`config.mk`:
```
export PLATFORM = sky130hd
export DESIGN_NAME = bus_controller
export DESIGN_NICKNAME = d
export VERILOG_FILES = /design/src/rtl/bus_controller.sv
export SDC_FILE = /design/constraint.sdc
export NUM_CORES = 1
export LEC_CHECK = 0
export CAP_MARGIN = 20
export CORE_AREA = 3 3 40 42
export DETAILED_ROUTE_END_ITERATION = 10
export DIE_AREA = 0 0 43 45
export GPL_TIMING_DRIVEN = 1
export HOLD_SLACK_MARGIN = 0.06
export PLACE_DENSITY_LB_ADDON = 0.1
export SETUP_SLACK_MARGIN = 0.3
export SYNTH_ARGS = -nofsm -noshare
export SYNTH_HDL_FRONTEND = slang
export SYNTH_SLANG_ARGS = --single-unit
```
`constraint.sdc`:
```
create_clock -name clock -period 1.75 [get_ports clock]
set_input_delay 0.175 -clock clock [delete_from_list [all_inputs] [get_ports clock]]
set_output_delay 0.175 -clock clock [all_outputs]
set_load 0.03 [all_outputs]
```
`src/rtl/bus_controller.sv`:
```
// 8288-style bus controller: decodes CPU status into T1..T4 bus cycles with ALE, data buffer and command strobes.
// Optional feature: define IO_WAIT_STATE_EN to insert one mandatory wait state in I/O and INTA cycles.
module bus_controller (
  input  logic       clock,
  input  logic       reset,
  input  logic [2:0] cpu_status_n,
  input  logic       ready,
  input  logic       address_enable_n,
  output logic       address_latch_enable,
  output logic       data_enable,
  output logic       data_direction,
  output logic       io_read_command_n,
  output logic       io_write_command_n,
  output logic       advanced_io_write_command_n,
  output logic       memory_read_command_n,
  output logic       memory_write_command_n,
  output logic       advanced_memory_write_command_n,
  output logic       interrupt_acknowledge_n,
  output logic       bus_cycle_active
);

  typedef enum logic [2:0] {
    S_IDLE = 3'd0,
    S_T1   = 3'd1,
    S_T2   = 3'd2,
    S_T3   = 3'd3,
    S_TW   = 3'd4,
    S_T4   = 3'd5
  } state_t;

  state_t     r_state;
  state_t     w_next;
  logic [2:0] r_type;
  logic       r_prev_passive;

  logic w_passive;
  logic w_start;
  logic w_inta;
  logic w_ior;
  logic w_iow;
  logic w_mrd;
  logic w_mwr;
  logic w_read;
  logic w_write;
  logic w_force_tw;

  assign w_passive = (cpu_status_n == 3'b111);
  // A cycle starts only on a passive-to-active status transition.
  assign w_start   = !w_passive && r_prev_passive;

  assign w_inta  = (r_type == 3'b000);
  assign w_ior   = (r_type == 3'b001);
  assign w_iow   = (r_type == 3'b010);
  assign w_mrd   = (r_type == 3'b100) || (r_type == 3'b101);
  assign w_mwr   = (r_type == 3'b110);
  assign w_read  = w_inta || w_ior || w_mrd;
  assign w_write = w_iow || w_mwr;

`ifdef IO_WAIT_STATE_EN
  assign w_force_tw = w_inta || w_ior || w_iow;
`else
  assign w_force_tw = 1'b0;
`endif

  always_ff @(posedge clock or posedge reset) begin
    if (reset) begin
      r_state        <= S_IDLE;
      r_prev_passive <= 1'b1;
      r_type         <= 3'b111;
    end else begin
      r_state        <= w_next;
      r_prev_passive <= w_passive;
      if ((r_state == S_IDLE) && w_start) begin
        r_type <= cpu_status_n;
      end
    end
  end

  always_comb begin
    w_next                          = r_state;
    address_latch_enable            = 1'b0;
    data_enable                     = 1'b0;
    data_direction                  = 1'b0;
    bus_cycle_active                = 1'b0;
    io_read_command_n               = 1'b1;
    io_write_command_n              = 1'b1;
    advanced_io_write_command_n     = 1'b1;
    memory_read_command_n           = 1'b1;
    memory_write_command_n          = 1'b1;
    advanced_memory_write_command_n = 1'b1;
    interrupt_acknowledge_n         = 1'b1;

    case (r_state)
      S_IDLE: if (w_start) w_next = S_T1;
      S_T1:   w_next = S_T2;
      S_T2:   w_next = S_T3;
      S_T3:   w_next = (w_force_tw || !ready) ? S_TW : S_T4;
      S_TW:   if (ready) w_next = S_T4;
      S_T4:   w_next = S_IDLE;
      default: w_next = S_IDLE;
    endcase

    if (r_state != S_IDLE) begin
      bus_cycle_active = 1'b1;
      data_direction   = w_write;
    end

    if (r_state == S_T1) begin
      address_latch_enable = !address_enable_n;
      data_enable          = w_write;
    end

    if ((r_state == S_T2) || (r_state == S_T3) || (r_state == S_TW)) begin
      data_enable = w_read || w_write;
      // Commands are gated by bus ownership without disturbing sequencing.
      if (!address_enable_n) begin
        io_read_command_n               = !w_ior;
        memory_read_command_n           = !w_mrd;
        interrupt_acknowledge_n         = !w_inta;
        advanced_io_write_command_n     = !w_iow;
        advanced_memory_write_command_n = !w_mwr;
        if (r_state != S_T2) begin
          io_write_command_n     = !w_iow;
          memory_write_command_n = !w_mwr;
        end
      end
    end
  end

endmodule

```
Word level (Yosys, flattened, before mapping)
Cells that the tools add are included.
- input bits: 7
- flip-flop bits (word level): 7
- equality and inequality tests: 13
- mux-type cells: 25
- reductions and logical operators: 20
- operator list (kind ; number):
    $mux 1 ; 22
    $eq 3x3->1 const B ; 5
    $pmux 3 s5 ; 1
    $eq 3x2->1 const B ; 3
    $logic_not 1->1 ; 7
    $logic_or 1x1->1 ; 7
    $eq 3x1->1 const B ; 2
    $logic_not 3->1 ; 2
    $mux 3 ; 2
    $ne 2x2->1 const B ; 2
    $ne 3x2->1 const B ; 1
    $reduce_bool 3->1 ; 1
    $logic_and 1x1->1 ; 2
    $reduce_and 2->1 ; 1

Logic depth before layout (Yosys ltp)
Gate-level depths: netlist of run 1.
- word-level depth: 5
- depth in mapped cells: 3
- depth with buffers taken out: 3

Worst setup path before layout of run 1
No wires, ideal clock.
- path type: register to output
- start: register r_state[0]
- end: output port address_latch_enable
- buffers on the path: 0
- required time: 1.575 ns
- stages on the path, launching flop included: 3
- slack: 0.140 ns
- data arrival time: 1.435 ns
- cells stage by stage: dfrtp_1 inv_1 nor4_1
- longest elaborated chain between the ends: 2
- RTL lines (element ; RTL line ; source):
    from (decl) ; 31 ; state_t r_state;
    from (signal assigned) ; 71 ; r_state <= w_next;
    $eq 3x1->1 ; 108 ; if (r_state == S_T1) begin
    $mux 1 ; 108 ;
    to (decl) ; 9 ; output logic address_latch_enable,
No other way between the ends.

Final worst setup path of run 1
- start: register r_state[1]
- end: output port io_read_command_n
- longest elaborated chain between the ends: 4
- elaborated cells on any way between the ends: 6
- classes of those cells: eq/ne: 3; mux: 1; reduce/logical: 2
- RTL lines (element ; RTL line ; source):
    $eq 3x2->1 ; 113 ; if ((r_state == S_T2) || (r_state == S_T3) || (r_state == S_TW)) begin
    $logic_or 1x1->1 ; 113 ;
    $logic_or 1x1->1 * ; 113 ;
    $mux 1 * ; 113 ;
    to (decl) ; 12 ; output logic io_read_command_n,
Every way passes the cells marked *; elsewhere a longest branch is shown, timed or not.

==> results of run 1 <==
==> through the flow <==
| stage | setup TNS, ns | instance area, um2 | utilization |
|---|---|---|---|
| global route | -0.262 | 772 | 0.601 |
| floorplan | 0 | 418 | - |
| finish | -0.0116 | 772 | 0.601 |
| global placement | -1.21 | 684 | 0.533 |
| CTS | 0 | 748 | 0.582 |
| detailed placement | -1.18 | 684 | 0.533 |
==> area by class of cell <==
type | count | area [um2] | share of cell area
well taps | 15 | 18.8 | 0.0243
flip-flops and latches | 7 | 180 | 0.233
inverters | 4 | 15.0 | 0.0194
multi-input cells | 33 | 270 | 0.350
repair buffers | 30 | 262 | 0.339
clock buffers | 4 | 26.3 | 0.0340
==> sequential cells by signal (all words and copies together), names as in the netlist <==
name / flops
r_prev_passive: 1
r_type: 3
r_state: 3
==> cells by family after synthesis <==
family | Yosys count
compound gates | 8
xor+xnor | 1
buf+inv | 4
flops | 7
mux | 3
simple gates | 21
==> power by group <==
| part | internal [W] | switching, W | total [W] |
|---|---|---|---|
| sequential | 0.000261 | 0.0000783 | 0.000339 |
| combinational | 0.000505 | 0.000491 | 0.000996 |
| clock | 0.0000871 | 0.0000607 | 0.000148 |
==> worst paths after layout <==
path,from,depth (start not counted),slack (ns),endpoint
max in group asynchronous,reset,2,1.33,r_type[2]
worst max register to register,r_state[1],5,0.42,r_type[1]
worst min-delay path,reset,2,0.15,r_state[0]
min in group clock,cpu_status_n[0],3,0.52,r_prev_passive
worst max-delay path,r_state[1],4,-0.01,io_read_command_n
worst min register to register,r_state[2],2,0.59,r_state[1]
==> routing by layer <==
metal / up-vias / GRT usage / part of all wire
met3: 2 / 0.0717 / 0.049
met2: 11 / 0.213 / 0.49
met4: 0 / 0.0542 / 0.0044
met5: - / 0 / 0
li1: 228 / - / -
met1: 206 / 0.182 / 0.46
==> cells in the final DEF (no fill, tap or decap), types with 3 or more instances in the layout <==
cell type / n
buf_4: 13
nand2_1: 8
buf_6: 7
clkdlybuf4s50_1: 5
inv_1: 4
clkbuf_4: 4
dfstp_2: 4
mux2_2: 3
dfrtp_1: 3
==> timing repair <==
| item | 4_1_cts | 5_1_grt |
|---|---|---|
| pin swaps | 2 | 1 |
| setup buffers | 2 | 0 |
| setup endpoints to repair | 11 | 11 |
| gates cloned | 0 | 0 |
| gates resized for setup | 51 | 14 |
==> impl_results.md, run 1 <==
- Status: finished, violations left
- Failing checks: negative setup slack
- Net count after synthesis: 51
- Biggest area consumer among synthesized cells: dfstp_2
- Layout fillers: 110
- Post-synthesis xor/xnor area fraction: 0.0213
- Via Count: 447
- CTS Hold Bufs: 0
- Final hold viol count: 0
- CP Capture Type: output pin
- Final setup violation count: 1
- Initial DRC count: 7
- Simple-gate portion of the synthesized area: 0.292
- Critical path type: flop to output pin
- Dpl cells: 87
- Register area share after synthesis: 0.438
- H-tree depth: 1
- Drt drc: 0
- Clk Tree Root Cell: clkbuf_4
- Async SR Flop Fraction: 1.00
- GR Util All Layers: 0.144
- RSZ-0062 raised after global routing: true
- Initial core utilization: 0.320
- Final setup margin: -0.0116 ns
- Slew HR: 0.778
- Adder-cell area share of the yosys netlist: 0
- Ranking of synthesized cells by area: dfstp_2 (26%), dfrtp_1 (18%), mux2_2 (8.2%)
- Synth top cells by count: nand2_1 (8), dfstp_2 (4), inv_1 (4)
- Crit path launch type: flop
- Initial antenna violation count: 0
- CTS tree: yes
- Clk slew on worst S/H paths: 0.05 ns
- Yosys top cell area share: 0.255
- Worst EP required: 1.57 ns
- Clock Path Buffers: 2
- Final ANT Viol Nets: 0
- Tcrit/Tclk final: 1.01
- I/O pin count: 18
- Final cell count without fillers: 93
- CP arrival: 1.59 ns
- Post-synthesis mux area share: 0.0821
- Pre-CTS setup slack: -0.223 ns
- Vias in the first global route: 423
- I/O Buffers: 17
- Critical path's top delay family: simple AND/OR/NAND/NOR gates
- Pleak: 0.343 nW
- Synthesized area: 412 um2
- Largest family of logic cells by synthesized area: simple AND/OR/NAND/NOR gates
- Routed len/inst: 12.2 um
- Compound-Gate Fraction of Synth Area: 0.131
- Die height: 45 um
- Avg Inst Size Synth: 9.36 um2
- Tightest Hold Check Type: input pin to asynchronous set/reset pin
- Dominant synthesized flop cell: dfstp_2
- Worst slew pin tran: 0.334 ns
- Synth warn: 0
- Pin count of the biggest net entering global routing: 8
- Num rows: 13
- Post-synth EDFFs: 0
- Worst-path fanout max: 3
- Critical-path top delay cell: or3b_4
- Hold slack: 0.148 ns
- Top-count cell post-synth: nand2_1
- Die footprint: 1940 um2
- Buf/Inv on CP: 1
- Register bit total from synthesis: 7
- Crit-path cells: or3b_4, a211oi_4, nand3b_1, buf_6
- Dpl hpwl: 819 um
- Post-layout min period: 1.76 ns
- Crit-path max cell delay: 0.42 ns
- Gr ovfl total: 0
- Worst Skew: 0.00272 ns
- Fin nets: 86
- DRT Wirelength: 1140 um
- Slew Limit Fails: 0
- Die width: 43 um
- Count of cell types in the netlist: 22
- Via/cell ratio: 4.81
- Total power draw: 0.00148 W
- Inserted Diodes: 0
- DR pass1 iterations: 4
- Cell count after synthesis: 44
- Core region area: 1280 um2
- First-pass GRT wire length: 1960 um
- Layout cells sized above 1: 0.513
- Area Overhead vs Synth: 87.5%
- Routability Congestion: 0.701
- Max-cap violations: 0
- Cts bufs inserted: 3
- Max IR drop VDD: 0.790 mV
- Total clock sinks: 7
- Fmax: 568 MHz
- Cell Pwr Density: 1920 nW/um2
- Clk Latency, worst-skew pair: 0.25 ns
(Power assumes the default switching activity.)
==> run 2, diff against run 1 <==
--- a/config.mk
+++ b/config.mk
@@ -8,4 +8,5 @@
 export CAP_MARGIN = 20
 export CORE_AREA = 3 3 40 42
+export CTS_CLUSTER_DIAMETER = 200
 export DETAILED_ROUTE_END_ITERATION = 10
 export DIE_AREA = 0 0 43 45
==> constraint.sdc (replaced) <==
create_clock -name clock -period 1.75 [get_ports clock]
set_input_delay 0.525 -clock clock [delete_from_list [all_inputs] [get_ports clock]]
set_output_delay 0.525 -clock clock [all_outputs]
set_load 0.03 [all_outputs]
==> run 2 against run 1 <==
Compared with the run above: the run still ends with negative setup slack left; via count grew 18%; largest power group unchanged; sequential power shrank 2%; critical path depth is the same; worst hold slack gained 0.35 ns.
==> impl_results.md, run 2 (synthesis results as in run 1) <==
- Worst EP required: 1.22 ns
- CTS Hold Bufs: 0
- Worst slew pin tran: 0.305 ns
- Reg2reg setup slack: 0.05 ns
- Final setup violation count: 11
- CP Capture Type: output pin
- I/O Buffers: 17
- Clk Tree Root Cell: clkbuf_4
- Worst Skew: 0.00879 ns
- Post-layout min period: 2.13 ns
- Final ANT Viol Nets: 0
- Crit path launch type: flop
- Critical-path top delay cell: or3b_4
- Failing checks: negative setup slack
- DR pass1 iterations: 4
- Max-cap violations: 0
- Layout cells sized above 1: 0.739
- CTS tree: yes
- Clock Path Buffers: 2
- Tcrit/Tclk final: 1.22
- Final setup margin: -0.384 ns
- Clk Latency, worst-skew pair: 0.25 ns
- Gr ovfl total: 0
- Vias in the first global route: 548
- Core region area: 1280 um2
- Routed len/inst: 14.5 um
- Status: finished, violations left
- Drt drc: 0
- Crit-path cells: or3b_4, a211oi_4, nand3b_1, buf_6
- H-tree depth: 1
- Hold slack: 0.495 ns
- Initial antenna violation count: 0
- Cell Pwr Density: 1980 nW/um2
- Inserted Diodes: 0
- Initial core utilization: 0.320
- GR Util All Layers: 0.171
- Layout fillers: 97
- Fin nets: 100
- Clk slew on worst S/H paths: 0.06 ns
- Initial DRC count: 6
- Total clock sinks: 7
- Max IR drop VDD: 1.22 mV
- DRT Wirelength: 1550 um
- RSZ-0062 raised after global routing: true
- Cts bufs inserted: 3
- Slew HR: 0.797
- Pin count of the biggest net entering global routing: 8
- Critical path type: flop to output pin
- Most frequent cells in the layout: buf_4 (24), buf_6 (14), clkdlybuf4s50_1 (5)
- Worst-path fanout max: 3
- Final hold viol count: 0
- CP arrival: 1.61 ns
- Buf/Inv on CP: 1
- Num rows: 13
- Die footprint: 1940 um2
- Via/cell ratio: 4.94
- Routability Congestion: 0.711
- Area Overhead vs Synth: 135%
- Pleak: 0.466 nW
- Via Count: 529
- Tightest Hold Check Type: input pin to asynchronous set/reset pin
- Fmax: 469 MHz
- Leading cell type in the layout, fill and taps excluded: buf_4
- Die height: 45 um
- Die width: 43 um
- Dpl hpwl: 999 um
- Crit-path max cell delay: 0.44 ns
- Largest registers: r_state x3, r_type x3, r_prev_passive x1
- Final Core Density: 0.752
- Slew Limit Fails: 0
- I/O pin count: 18
- Critical path's top delay family: simple AND/OR/NAND/NOR gates
- First-pass GRT wire length: 2410 um
## run 2: cell count changes in the layout (fill, tap and decap cells not counted), sizes merged
cell / previous run / this run
clkdlybuf4s15: 0 / 1
clkbuf: 5 / 4
buf: 22 / 38
dlygate4sd2: 2 / 0
## run 2: final timing paths
kind / end / startpoint / depth (start not counted)
min in group clock: r_state[1] / r_state[2] / 2
hold reg to reg: r_state[1] / r_state[2] / 2
max in group asynchronous: r_type[0] / reset / 2
hold / removal: r_state[2] / reset / 2
setup / recovery: io_read_command_n / r_state[1] / 4
setup reg to reg: r_type[1] / r_state[0] / 8
## run 2: final cells by class
| cell class | instances | area, um2 | share of cell area |
|---|---|---|---|
| repair buffers | 44 | 399 | 0.413 |
| multi-input cells | 33 | 325 | 0.337 |
| flip-flops and latches | 7 | 181 | 0.188 |
| clock buffers | 4 | 26.3 | 0.0272 |
| well taps | 15 | 18.8 | 0.0194 |
| inverters | 4 | 15.0 | 0.0155 |
## run 2: power breakdown
part / total [W] / internal [W] / switching [W]
clock: 0.000147 / 0.0000871 / 0.0000599
sequential: 0.000333 / 0.000262 / 0.0000705
combinational: 0.00143 / 0.000766 / 0.000668
## run 2: layer usage
metal | track usage | wire length [um]
met1 | 0.193 | 593
met2 | 0.314 | 881
met5 | 0 | 0
met3 | 0.0717 | 59
met4 | 0.0181 | 17
## run 2: what timing repair did
| action | CTS | global route |
|---|---|---|
| endpoints found under the setup margin | 14 | 14 |
| buffers inserted | 6 | 2 |
| resized for setup | 81 | 4 |
| pin swaps | 5 | 4 |
## run 2: through the flow
stage          setup WS (ns)  power, W  cell area, um2  cells  setup TNS [ns]
6_report              -0.384   0.00191             966    107           -3.01
3_3_place_gp          -0.902   0.00137             795     95           -7.08
2_1_floorplan         -0.136  0.000885             468     44          -0.290
3_5_place_dp          -0.932   0.00139             795     95           -7.30
4_1_cts               -0.375   0.00179             932    105           -2.78
5_1_grt               -0.428   0.00203             966    107           -3.61
==> run 3, diff against run 2 <==
SLEW_MARGIN = 5   (was not set)
==> results of run 3 <==
Same layout as run 2: the final DEF is identical, and so are final timing and power.
